===== config.mk =====
export PLATFORM = sky130hd
export DESIGN_NAME = mem_access_unit
export DESIGN_NICKNAME = d
export VERILOG_FILES = /design/src/rtl/mem_access_unit_pkg.sv /design/src/rtl/mem_access_unit_align.sv /design/src/rtl/mem_access_unit.sv
export SDC_FILE = /design/constraint.sdc
export NUM_CORES = 1
export LEC_CHECK = 0
export CORE_ASPECT_RATIO = 1.75
export CORE_MARGIN = 2
export CORE_UTILIZATION = 40
export DETAILED_ROUTE_END_ITERATION = 7
export PLACE_DENSITY = 0.71
export SETUP_SLACK_MARGIN = 0.3
export SYNTH_ARGS = -nofsm -noshare
export SYNTH_HDL_FRONTEND = slang
export SYNTH_HIERARCHICAL = 1
export SYNTH_SLANG_ARGS = --single-unit

===== constraint.sdc =====
create_clock -name clk -period 4 [get_ports clk]
set_input_delay 0.8 -clock clk [delete_from_list [all_inputs] [get_ports clk]]
set_output_delay 0.8 -clock clk [all_outputs]
set_load 0.005 [all_outputs]

===== src/rtl/mem_access_unit_pkg.sv =====
// Shared types and helpers for the data-memory access unit.
package mem_access_unit_pkg;

  typedef enum logic [2:0] {
    MEM_NO = 3'd0,
    MEM_B  = 3'd1,
    MEM_H  = 3'd2,
    MEM_W  = 3'd3,
    MEM_D  = 3'd4,
    MEM_UB = 3'd5,
    MEM_UH = 3'd6,
    MEM_UW = 3'd7
  } mem_op_enum;

  typedef enum logic [1:0] {
    IDLE   = 2'd0,
    REQ    = 2'd1,
    WAIT_R = 2'd2,
    RESP   = 2'd3
  } mem_state_enum;

  // Access width in bytes; MEM_NO reports 1 so it never looks misaligned.
  function automatic logic [3:0] mem_size_bytes(mem_op_enum op);
    case (op)
      MEM_H, MEM_UH: return 4'd2;
      MEM_W, MEM_UW: return 4'd4;
      MEM_D:         return 4'd8;
      default:       return 4'd1;
    endcase
  endfunction

  function automatic logic mem_is_unsigned(mem_op_enum op);
    return (op == MEM_UB) || (op == MEM_UH) || (op == MEM_UW);
  endfunction

endpackage


===== src/rtl/mem_access_unit_align.sv =====
// Byte-lane steering for the 64-bit data bus: store lane shift and mask,
// load field extract and sign/zero extension.
// MEM_MISALIGN_CHECK_EN: flag misaligned accesses instead of forcing
// the offset to natural alignment.
module mem_data_align
  import mem_access_unit_pkg::*;
(
  input  mem_op_enum  op,
  input  logic [2:0]  off_raw,
  input  logic [63:0] wdata,
  input  logic [63:0] rdata_raw,
  output logic [63:0] wdata_lane,
  output logic [7:0]  wmask,
  output logic [63:0] rdata_ext,
  output logic        misaligned
);

  logic [3:0]  size;
  logic [2:0]  low_bits;
  logic [2:0]  off;
  logic [7:0]  base_mask;
  logic [63:0] field;
  logic        uns;

  // Lane shift, mask and load extension from the effective offset.
  always_comb begin
    size     = mem_size_bytes(op);
    low_bits = 3'(size - 4'd1);
    uns      = mem_is_unsigned(op);
`ifdef MEM_MISALIGN_CHECK_EN
    off        = off_raw;
    misaligned = (off_raw & low_bits) != 3'd0;
`else
    off        = off_raw & ~low_bits;
    misaligned = 1'b0;
`endif
    base_mask  = 8'((9'd1 << size) - 9'd1);
    wmask      = base_mask << off;
    wdata_lane = wdata << {off, 3'b000};
    field      = rdata_raw >> {off, 3'b000};
    case (size)
      4'd1:    rdata_ext = uns ? {56'd0, field[7:0]}  : {{56{field[7]}},  field[7:0]};
      4'd2:    rdata_ext = uns ? {48'd0, field[15:0]} : {{48{field[15]}}, field[15:0]};
      4'd4:    rdata_ext = uns ? {32'd0, field[31:0]} : {{32{field[31]}}, field[31:0]};
      default: rdata_ext = field;
    endcase
  end

endmodule


===== src/rtl/mem_access_unit.sv =====
// Load/store responder: accepts one core request at a time and runs it on
// the 64-bit data-memory bus. Misalignment behaviour is selected by
// MEM_MISALIGN_CHECK_EN inside mem_data_align.
//
// state  | meaning
// IDLE   | ready for a core request
// REQ    | mem_req held until mem_gnt
// WAIT_R | load granted, waiting for mem_rvalid or timeout
// RESP   | one-cycle resp_valid pulse
module mem_access_unit
  import mem_access_unit_pkg::*;
#(
  parameter int ADDR_W         = 64,
  parameter int TIMEOUT_CYCLES = 255
) (
  input  logic              clk,
  input  logic              rstn,
  input  logic              req_valid,
  output logic              req_ready,
  input  logic              req_we,
  input  mem_op_enum        req_op,
  input  logic [ADDR_W-1:0] req_addr,
  input  logic [63:0]       req_wdata,
  output logic              resp_valid,
  output logic [63:0]       resp_rdata,
  output logic              resp_err,
  output logic              mem_req,
  input  logic              mem_gnt,
  output logic              mem_we,
  output logic [ADDR_W-1:0] mem_addr,
  output logic [63:0]       mem_wdata,
  output logic [7:0]        mem_wmask,
  input  logic              mem_rvalid,
  input  logic [63:0]       mem_rdata
);

  localparam int TW = (TIMEOUT_CYCLES > 0) ? $clog2(TIMEOUT_CYCLES + 1) : 1;
  localparam logic [TW-1:0] TMAX = TW'(TIMEOUT_CYCLES);

  mem_state_enum     state, state_n;
  mem_op_enum        op_q, op_n, al_op;
  logic              we_q, we_n;
  logic [2:0]        off_q, off_n, al_off;
  logic [TW-1:0]     timer, timer_n;
  logic              req_ready_n, resp_valid_n, resp_err_n;
  logic [63:0]       resp_rdata_n, mem_wdata_n;
  logic              mem_req_n, mem_we_n;
  logic [ADDR_W-1:0] mem_addr_n;
  logic [7:0]        mem_wmask_n;
  logic [63:0]       al_wdata;
  logic [7:0]        al_wmask;
  logic [63:0]       al_rdata;
  logic              al_mis;

  // In IDLE the aligner sees the incoming request so bus outputs can be
  // registered at the handshake; afterwards it sees the latched op/offset.
  assign al_op  = (state == IDLE) ? req_op : op_q;
  assign al_off = (state == IDLE) ? req_addr[2:0] : off_q;

  mem_data_align u_align (
    .op         (al_op),
    .off_raw    (al_off),
    .wdata      (req_wdata),
    .rdata_raw  (mem_rdata),
    .wdata_lane (al_wdata),
    .wmask      (al_wmask),
    .rdata_ext  (al_rdata),
    .misaligned (al_mis)
  );

  // State, request latch, timer and all registered outputs.
  always_ff @(posedge clk or negedge rstn) begin
    if (!rstn) begin
      state      <= IDLE;
      op_q       <= MEM_NO;
      we_q       <= 1'b0;
      off_q      <= 3'd0;
      timer      <= '0;
      req_ready  <= 1'b1;
      resp_valid <= 1'b0;
      resp_err   <= 1'b0;
      resp_rdata <= 64'd0;
      mem_req    <= 1'b0;
      mem_we     <= 1'b0;
      mem_addr   <= '0;
      mem_wdata  <= 64'd0;
      mem_wmask  <= 8'd0;
    end else begin
      state      <= state_n;
      op_q       <= op_n;
      we_q       <= we_n;
      off_q      <= off_n;
      timer      <= timer_n;
      req_ready  <= req_ready_n;
      resp_valid <= resp_valid_n;
      resp_err   <= resp_err_n;
      resp_rdata <= resp_rdata_n;
      mem_req    <= mem_req_n;
      mem_we     <= mem_we_n;
      mem_addr   <= mem_addr_n;
      mem_wdata  <= mem_wdata_n;
      mem_wmask  <= mem_wmask_n;
    end
  end

  // Next-state and next-output logic.
  always_comb begin
    state_n      = state;
    op_n         = op_q;
    we_n         = we_q;
    off_n        = off_q;
    timer_n      = timer;
    req_ready_n  = req_ready;
    resp_valid_n = 1'b0;
    resp_err_n   = resp_err;
    resp_rdata_n = resp_rdata;
    mem_req_n    = mem_req;
    mem_we_n     = mem_we;
    mem_addr_n   = mem_addr;
    mem_wdata_n  = mem_wdata;
    mem_wmask_n  = mem_wmask;
    case (state)
      IDLE: begin
        if (req_valid && req_ready) begin
          op_n        = req_op;
          we_n        = req_we;
          off_n       = req_addr[2:0];
          req_ready_n = 1'b0;
          if (req_op == MEM_NO || al_mis) begin
            state_n      = RESP;
            resp_valid_n = 1'b1;
            resp_err_n   = al_mis;
            resp_rdata_n = 64'd0;
          end else begin
            state_n     = REQ;
            mem_req_n   = 1'b1;
            mem_we_n    = req_we;
            mem_addr_n  = {req_addr[ADDR_W-1:3], 3'b000};
            mem_wdata_n = req_we ? al_wdata : 64'd0;
            mem_wmask_n = req_we ? al_wmask : 8'd0;
          end
        end
      end
      REQ: begin
        if (mem_gnt) begin
          mem_req_n   = 1'b0;
          mem_we_n    = 1'b0;
          mem_addr_n  = '0;
          mem_wdata_n = 64'd0;
          mem_wmask_n = 8'd0;
          if (we_q) begin
            state_n      = RESP;
            resp_valid_n = 1'b1;
            resp_err_n   = 1'b0;
            resp_rdata_n = 64'd0;
          end else if (mem_rvalid) begin
            state_n      = RESP;
            resp_valid_n = 1'b1;
            resp_err_n   = 1'b0;
            resp_rdata_n = al_rdata;
          end else begin
            state_n = WAIT_R;
            timer_n = TW'(1);
          end
        end
      end
      WAIT_R: begin
        if (mem_rvalid) begin
          state_n      = RESP;
          resp_valid_n = 1'b1;
          resp_err_n   = 1'b0;
          resp_rdata_n = al_rdata;
          timer_n      = '0;
        end else if (TIMEOUT_CYCLES > 0 && timer == TMAX) begin
          state_n      = RESP;
          resp_valid_n = 1'b1;
          resp_err_n   = 1'b1;
          resp_rdata_n = 64'd0;
          timer_n      = '0;
        end else if (TIMEOUT_CYCLES > 0) begin
          timer_n = timer + TW'(1);
        end
      end
      RESP: begin
        state_n      = IDLE;
        req_ready_n  = 1'b1;
        resp_err_n   = 1'b0;
        resp_rdata_n = 64'd0;
      end
      default: state_n = IDLE;
    endcase
  end

endmodule


== Word-level counts from Yosys, hierarchy flattened ==
Cells that the tools add are included.

* Flip-flop bits (word level): 222
* Bits of input ports: 201

* Reduce and logical (&&, ||, !) cells: 16
* Shifts and indexed selects: 4
* Mux-type cells: 67
* Equal/unequal tests: 21
* Add/subtract/negate cells: 3
* Bitwise operators: 2

{| class="wikitable"
|+ Operators with widths
! operator !! number
|-
| 64-bit two-way mux || 16
|-
| 64-bit one-hot mux with 2 select lines || 2
|-
| 64-bit one-hot mux with 4 select lines || 1
|-
| 64-bit one-hot mux with 3 select lines || 1
|-
| 8-bit two-way mux || 9
|-
| 64-bit by 6-bit << shifter with 64-bit output || 1
|-
| 64-bit by 6-bit right shift with 64-bit output || 1
|-
| 8-bit one-hot mux with 2 select lines || 2
|-
| 1-bit two-way mux || 22
|-
| 3-bit == test, second input constant || 4
|-
| 4-bit one-hot mux with 3 select lines || 1
|-
| 2-bit two-way mux || 5
|-
| 8-bit by 1-bit adder with 8-bit output, second input constant || 1
|-
| 8-bit == test, second input constant || 1
|-
| 2-bit != test, second input constant || 4
|-
| 2-bit one-hot mux with 4 select lines || 1
|-
| 4-bit AND reduction || 2
|-
| 1-bit by 4-bit << shifter with 8-bit output, first input constant || 1
|-
| 8-bit by 3-bit << shifter with 8-bit output || 1
|-
| 8-bit by 1-bit subtractor with 8-bit output, second input constant || 1
|-
| 3-bit by 2-bit == test with 1-bit output, second input constant || 2
|-
| 3-bit two-way mux || 2
|-
| 3-bit != test, second input constant || 2
|-
| 1-bit one-hot mux with 2 select lines || 3
|-
| 20 further kinds || 27
|}

== Logic depth before layout (Yosys ltp) ==
* Depth in word-level cells: 15
* Mapped depth: 17

== Modules after synthesis ==
The synthesis kept the hierarchy.

{| class="wikitable"
|+ Modules (own cells, without submodules)
! module !! cells each !! times used !! area each (um^2)
|-
| mem_access_unit || 757 || 1 || 9317.7
|-
| mem_data_align || 526 || 1 || 3113.0
|}

== Worst setup path after synthesis ==
Ideal clock, no wire load.

* Kind: reg2reg
* From: register state[0]
* To: register resp_rdata[39]
* Library setup time: 0.124 ns
* Arrival time: 3.067 ns
* Path buffers: 4
* Cell stages (with the launch flop): 17
* Path slack: 0.809 ns
* Path through: dfrtp_1 -> inv_1 -> ha_1 -> buf_4 -> mux2_2 -> or3b_1 -> and2_1 -> buf_4 -> nand2b_1 -> buf_4 -> o22ai_1 -> o31a_1 -> nor3_2 -> buf_2 -> o31ai_1 -> nand2_1 -> mux2i_1

* Cells in the longest elaborated chain, start to end: 15
* Elaborated cells on any way between the ends: 39
* Those cells by class: add/sub: 1; eq/ne: 17; shift: 1; mux: 12; bitwise: 2; reduce/logical: 6

{| class="wikitable"
|+ Ends and longest elaborated chain
! what !! RTL line !! text
|-
| start: declaration || mem_access_unit.sv:40 || <nowiki>mem_state_enum state, state_n;</nowiki>
|-
| start signal: assignment || mem_access_unit.sv:89 || <nowiki>state <= state_n;</nowiki>
|-
| 2-bit logical NOT (*) || mem_access_unit.sv:57 || <nowiki>assign al_op = (state == IDLE) ? req_op : op_q;</nowiki>
|-
| 3-bit two-way mux (*) || mem_access_unit.sv:57 ||
|-
| named net al_op[1] || mem_access_unit.sv:41 || <nowiki>mem_op_enum op_q, op_n, al_op;</nowiki>
|-
| 3-bit by 2-bit == test with 1-bit output / 3-bit == test (equally long branches) || mem_access_unit_pkg.sv:24, mem_access_unit_pkg.sv:33 ||
|-
| 2-bit OR reduction || mem_access_unit_pkg.sv:24 || <nowiki>case (op)</nowiki>
|-
| 4-bit one-hot mux with 3 select lines || mem_access_unit_pkg.sv:24 ||
|-
| 3-bit by 1-bit subtractor with 3-bit output || mem_access_unit_align.sv:28 || <nowiki>low_bits = 3'(size - 4'd1);</nowiki>
|-
| 3-bit inverter || mem_access_unit_align.sv:34 || <nowiki>off = off_raw & ~low_bits;</nowiki>
|-
| 3-bit bitwise AND || mem_access_unit_align.sv:34 ||
|-
| 64-bit by 6-bit right shift with 64-bit output || mem_access_unit_align.sv:40 || <nowiki>field = rdata_raw >> {off, 3'b000};</nowiki>
|-
| 64-bit two-way mux, on equally long branches || mem_access_unit_align.sv:44, mem_access_unit_align.sv:42, mem_access_unit_align.sv:43 ||
|-
| 64-bit one-hot mux with 3 select lines (*) || mem_access_unit_align.sv:41 || <nowiki>case (size)</nowiki>
|-
| named net al_rdata[39] || mem_access_unit.sv:52 || <nowiki>logic [63:0] al_rdata;</nowiki>
|-
| 64-bit two-way mux || mem_access_unit.sv:156 || <nowiki>end else if (mem_rvalid) begin</nowiki>
|-
| 64-bit two-way mux || mem_access_unit.sv:151 || <nowiki>if (we_q) begin</nowiki>
|-
| 64-bit two-way mux || mem_access_unit.sv:145 || <nowiki>if (mem_gnt) begin</nowiki>
|-
| 64-bit one-hot mux with 4 select lines (*) || mem_access_unit.sv:122 || <nowiki>case (state)</nowiki>
|-
| end signal: assignment || mem_access_unit.sv:97 || <nowiki>resp_rdata <= resp_rdata_n;</nowiki>
|-
| end: declaration || mem_access_unit.sv:25 || <nowiki>output logic [63:0] resp_rdata,</nowiki>
|}

The timed path passes the listed nets; every way through them passes the cells marked *. The select of a mux whose other input is x is not followed.
A chain may end at the register's enable or synchronous reset.

== Final worst setup path ==
* From: register state[1]
* To: register resp_rdata[0]

* Cells in the longest elaborated chain, start to end: 15
* Elaborated cells on any way between the ends: 36
* Those cells by class: add/sub: 1; eq/ne: 16; shift: 1; mux: 12; bitwise: 2; reduce/logical: 4

{| class="wikitable"
|+ Ends and longest elaborated chain
! what !! RTL line
|-
| 2-bit logical NOT (*) || mem_access_unit.sv:57
|-
| 3-bit two-way mux (*) || mem_access_unit.sv:57
|-
| named net al_op[1] || mem_access_unit.sv:41
|-
| 3-bit by 2-bit == test with 1-bit output / 3-bit == test (equally long branches) || mem_access_unit_pkg.sv:24
|-
| 2-bit OR reduction || mem_access_unit_pkg.sv:24
|-
| 4-bit one-hot mux with 3 select lines (*) || mem_access_unit_pkg.sv:24
|-
| 3-bit by 1-bit subtractor with 3-bit output || mem_access_unit_align.sv:28
|-
| 3-bit inverter || mem_access_unit_align.sv:34
|-
| 3-bit bitwise AND || mem_access_unit_align.sv:34
|-
| 64-bit by 6-bit right shift with 64-bit output || mem_access_unit_align.sv:40
|-
| 64-bit two-way mux, on equally long branches || mem_access_unit_align.sv:44, mem_access_unit_align.sv:42, mem_access_unit_align.sv:43
|-
| 64-bit one-hot mux with 3 select lines (*) || mem_access_unit_align.sv:41
|-
| named net al_rdata[0] || mem_access_unit.sv:52
|-
| 64-bit two-way mux || mem_access_unit.sv:156
|-
| 64-bit two-way mux || mem_access_unit.sv:151
|-
| 64-bit two-way mux || mem_access_unit.sv:145
|-
| 64-bit one-hot mux with 4 select lines (*) || mem_access_unit.sv:122
|}

Marked as above.

==> flow_metrics.py <==
metrics = {
    "outcome": {
        "status": "completed",
    },
    "drt": {
        "ant_nets": 0,
        "drt-pass1-iter-count": 6,
        "route.final.wire_length_um": 47200,
        "route.detailed.drc": 0,
        "detailroute.via_count": 11713,
        "via_density_per_instance": 5.55,
        "drt-initial-drc-count": 788,
        "route.detailed.wl_per_inst_um": 22.4,
    },
    "worst_hold_path": {
        "min_path_type": "in2async",
    },
    "setup_path": {
        "critical-path-slowest-cell": "sky130_fd_sc_hd__a221oi_1",
        "path_max_fanout": 26,
        "timing.critical_path.required_ns": 4.45,
        "path_class": "reg2reg",
        "startpoint_type": "flip-flop",
        "critical-path-max-stage-delay_ns": 0.52,
        "critical_path_arrival_ns": 4.01,
        "crit_path_cell_trace": "inv_1 > ha_4 > mux2_2 > buf_4 > nand2b_1 > nor2_4 > buf_4 > buf_4 > nand2_1 > and3_1 > a21oi_1 > nor2_1 > a221oi_1 > nand2_1 > mux2i_1",
        "critPathTopFamily": "compound AO/OA/AOI/OAI gates",
        "worst_setup_path_end_kind": "flip-flop",
        "critPathBufInv": 4,
        "cp_common_cell": "sky130_fd_sc_hd__buf_4",
    },
    "logic_synthesis": {
        "netlist_instances": 1283,
        "synth.distinct_cells": 59,
        "avg_inst_size_synth_um2": 9.69,
        "ys_dominant_reg_cell": "sky130_fd_sc_hd__dfrtp_1",
        "postSynthRegisterBits": 219,
        "warnings_from_yosys": 6,
        "postSynth.asyncResetShare_pct": 100,
        "synth-seq-area-share_pct": 44.1,
        "post_synth_instance_area_um2": 12400,
        "synth-edff-count": 0,
    },
    "final_layout": {
        "drive_gt1_share_pct": 12.5,
        "fill_count": 2716,
        "layout_common_cells": "401 x sky130_fd_sc_hd__clkdlybuf4s50_1, 219 x sky130_fd_sc_hd__nand2_1, 218 x sky130_fd_sc_hd__dfrtp_1",
        "ff_latch_area_um2": 5480,
        "p_r_area_growth_vs_syn_pct": 45.4,
        "layout.cells.most_common": "sky130_fd_sc_hd__clkdlybuf4s50_1",
        "post_layout_nonfiller_instances": 2110,
        "multiInputGateArea_um2": 6280,
        "layout.cell_area.non_filler_um2": 18100,
        "design.final.nets": 1908,
    },
    "clock_tree": {
        "cts_num_sinks": 219,
        "tritoncts.num_buffers": 23,
        "postCtsHoldBufs": 0,
        "cts.root.buffer_cell": "sky130_fd_sc_hd__clkbuf_16",
        "tritoncts_clock_tree": "done",
        "htree_levels": 1,
        "clk_buf_depth": 3,
        "source_to_sink_clock_delay_at_the_later_pin_of_the_worst_skew_pair_ns": 0.53,
        "cts.clk_slew.worst_paths_ns": 0.06,
    },
    "sta": {
        "final_hold_violation_count": 0,
        "grt_setup_unrepaired": "no",
        "finalSetupViolCount": 0,
        "fmaxAchievable_mhz": 281,
        "timing_worst_slew_pin_value_ns": 0.970,
        "slew-limit-headroom_pct": 35.0,
        "slew_viol_final": 0,
        "finalCriticalPeriod_ns": 3.56,
        "final.period_utilization_pct": 88.9,
        "timing.hold.ws_ns": 0.339,
        "worst_clock_skew_on_the_final_layout_ns": 0.0125,
    },
    "floorplanning": {
        "fp.dieArea_um2": 32600,
        "core_area_um2": 30700,
        "initial_core_util_pct": 40.4,
        "ioPinCount": 406,
        "die_h_um": 237,
        "rows": 85,
        "fp.dieW_um": 137,
    },
    "placed_design": {
        "numPlacedInstances": 2058,
        "post_dp_cell_area_um2": 17200,
        "place_congestion": 0.940,
        "buffer_ports.inserted": 402,
        "hpwl_um": 35000,
    },
    "global_route": {
        "grt_start_max_net_pins": 112,
        "grt_antenna_before_repair": 1,
        "grtUsageTotal_pct": 28.9,
        "grt_pass1_vias": 12197,
        "gr-total-overflow": 0,
        "grt_first_pass_wirelength_um": 71500,
    },
    "power_and_ir_drop": {
        "worst_ir_drop_vdd_v": 0.000520,
        "power_per_cell_area_nw_per_um2": 927,
        "leakagePower_nw": 8.15,
    },
    "job": {
        "cap_viol_max_count": 0,
    },
}
[routing by layer]
metal  GRT usage (%)  vias up  part of all wire, %
met1            32.0     5653                   35
met4            18.6        0                  7.5
met3            4.52      166                  6.5
met2            50.3      599                   51
met5               0        -                    0
li1                -     5295                    -
[synthesized netlist by cell type, types with 3 or more instances]
library cell / n / area share (%)
sky130_fd_sc_hd__buf_2: 33 / 1.3
sky130_fd_sc_hd__o31ai_1: 9 / 0.54
sky130_fd_sc_hd__a21oi_1: 44 / 1.8
sky130_fd_sc_hd__mux2i_1: 154 / 12
sky130_fd_sc_hd__o22a_1: 5 / 0.35
sky130_fd_sc_hd__buf_4: 13 / 0.79
sky130_fd_sc_hd__buf_6: 6 / 0.54
sky130_fd_sc_hd__o221ai_1: 14 / 0.99
sky130_fd_sc_hd__a22o_1: 72 / 5.1
sky130_fd_sc_hd__mux2_2: 74 / 6.7
sky130_fd_sc_hd__and2_1: 19 / 0.96
sky130_fd_sc_hd__nor2_1: 50 / 1.5
sky130_fd_sc_hd__o21ai_0: 40 / 1.6
sky130_fd_sc_hd__o21ai_1: 4 / 0.16
sky130_fd_sc_hd__nor2b_1: 65 / 3.3
sky130_fd_sc_hd__a222oi_1: 9 / 0.72
sky130_fd_sc_hd__nand2_1: 220 / 6.6
sky130_fd_sc_hd__nor3_1: 12 / 0.48
sky130_fd_sc_hd__ha_1: 6 / 0.60
sky130_fd_sc_hd__or4_1: 3 / 0.18
sky130_fd_sc_hd__a2bb2oi_1: 6 / 0.42
sky130_fd_sc_hd__mux2_1: 6 / 0.54
sky130_fd_sc_hd__o22ai_1: 14 / 0.70
sky130_fd_sc_hd__a31oi_1: 3 / 0.15
sky130_fd_sc_hd__nand3_1: 12 / 0.48
sky130_fd_sc_hd__buf_1: 8 / 0.24
sky130_fd_sc_hd__dfrtp_1: 218 / 44
sky130_fd_sc_hd__a221oi_1: 8 / 0.56
sky130_fd_sc_hd__nand2b_1: 8 / 0.40
sky130_fd_sc_hd__inv_1: 74 / 2.2
sky130_fd_sc_hd__clkbuf_1: 38 / 1.1
[cell type report]
type                    count  area share (%)
multi-input cells         895            34.7
diodes                      1          0.0138
clock inverters             6           0.339
inverters                  74            1.54
clock buffers              36            3.62
repair buffers            488            26.7
flip-flops and latches    219            30.3
well taps                 391            2.71
[kinds of logic (layout without fill, tap and decap cells)]
logic type	Yosys count	count (layout)	synth area share, %
other	2	5	0.0604
buffers and inverters	172	604	6.28
flip-flops	219	219	44.1
AO/OA/AOI/OAI	247	247	14.5
AND/OR/NAND/NOR	403	404	14.8
multiplexers	234	234	19.6
adder cells (fa/ha/maj)	6	6	0.604
[stage by stage]
step / total power, mW / util [%] / setup TNS (ns) / setup slack [ns]
after floorplan: 9.57 / - / 0 / 0.809
after global placement: 14.2 / 56.1 / -4.73 / -0.291
after detailed placement: 14.4 / 56.1 / -6.17 / -0.319
after CTS: 16.6 / 58.5 / 0 / 0.208
after global routing: 17.8 / 58.8 / 0 / 0.329
final: 16.8 / 58.8 / 0 / 0.443
[registers in the layout, indices dropped and copies added, names as in the netlist]
| signal | cells |
|---|---|
| mem_req | 1 |
| timer | 8 |
| resp_err | 1 |
| off_q | 3 |
| mem_wmask | 8 |
| we_q | 1 |
| state | 2 |
| req_ready | 1 |
| mem_we | 1 |
| mem_wdata | 64 |
| mem_addr | 61 |
| resp_valid | 1 |
| op_q | 3 |
| resp_rdata | 64 |
[timing repair]
action                                  4_1_cts  5_1_grt
endpoints found under the setup margin       31       52
buffers inserted                              0        8
gates cloned                                  1        0
resized for setup                             2        6
pin swaps                                     1        5
[power breakdown]
part           switching (mW)  leakage (nW)  internal (mW)  total [mW]
combinational            5.66          4.89           5.22        10.9
clock                   0.922         0.347           1.19        2.11
sequential              0.588          2.91           3.18        3.76
[path summary, 6_finish.rpt]
kind | cells past startpoint | end | startpoint | slack (ns)
min reg2reg | 1 | mem_we$_DFFE_PN0P_ | mem_we$_DFFE_PN0P_ | 0.48
max reg2reg | 15 | resp_rdata[0]$_DFFE_PN0P_ | state[1]$_DFFE_PN0P_ | 0.44
max | 15 | resp_rdata[0]$_DFFE_PN0P_ | state[1]$_DFFE_PN0P_ | 0.44
min | 1 | timer[3]$_DFFE_PN0P_ | rstn | 0.34
max in group asynchronous | 2 | mem_wdata[18]$_DFFE_PN0P_ | rstn | 2.78
min in group clk | 1 | mem_we$_DFFE_PN0P_ | mem_we$_DFFE_PN0P_ | 0.48
Note: power is estimated with default switching activity, not from simulation.
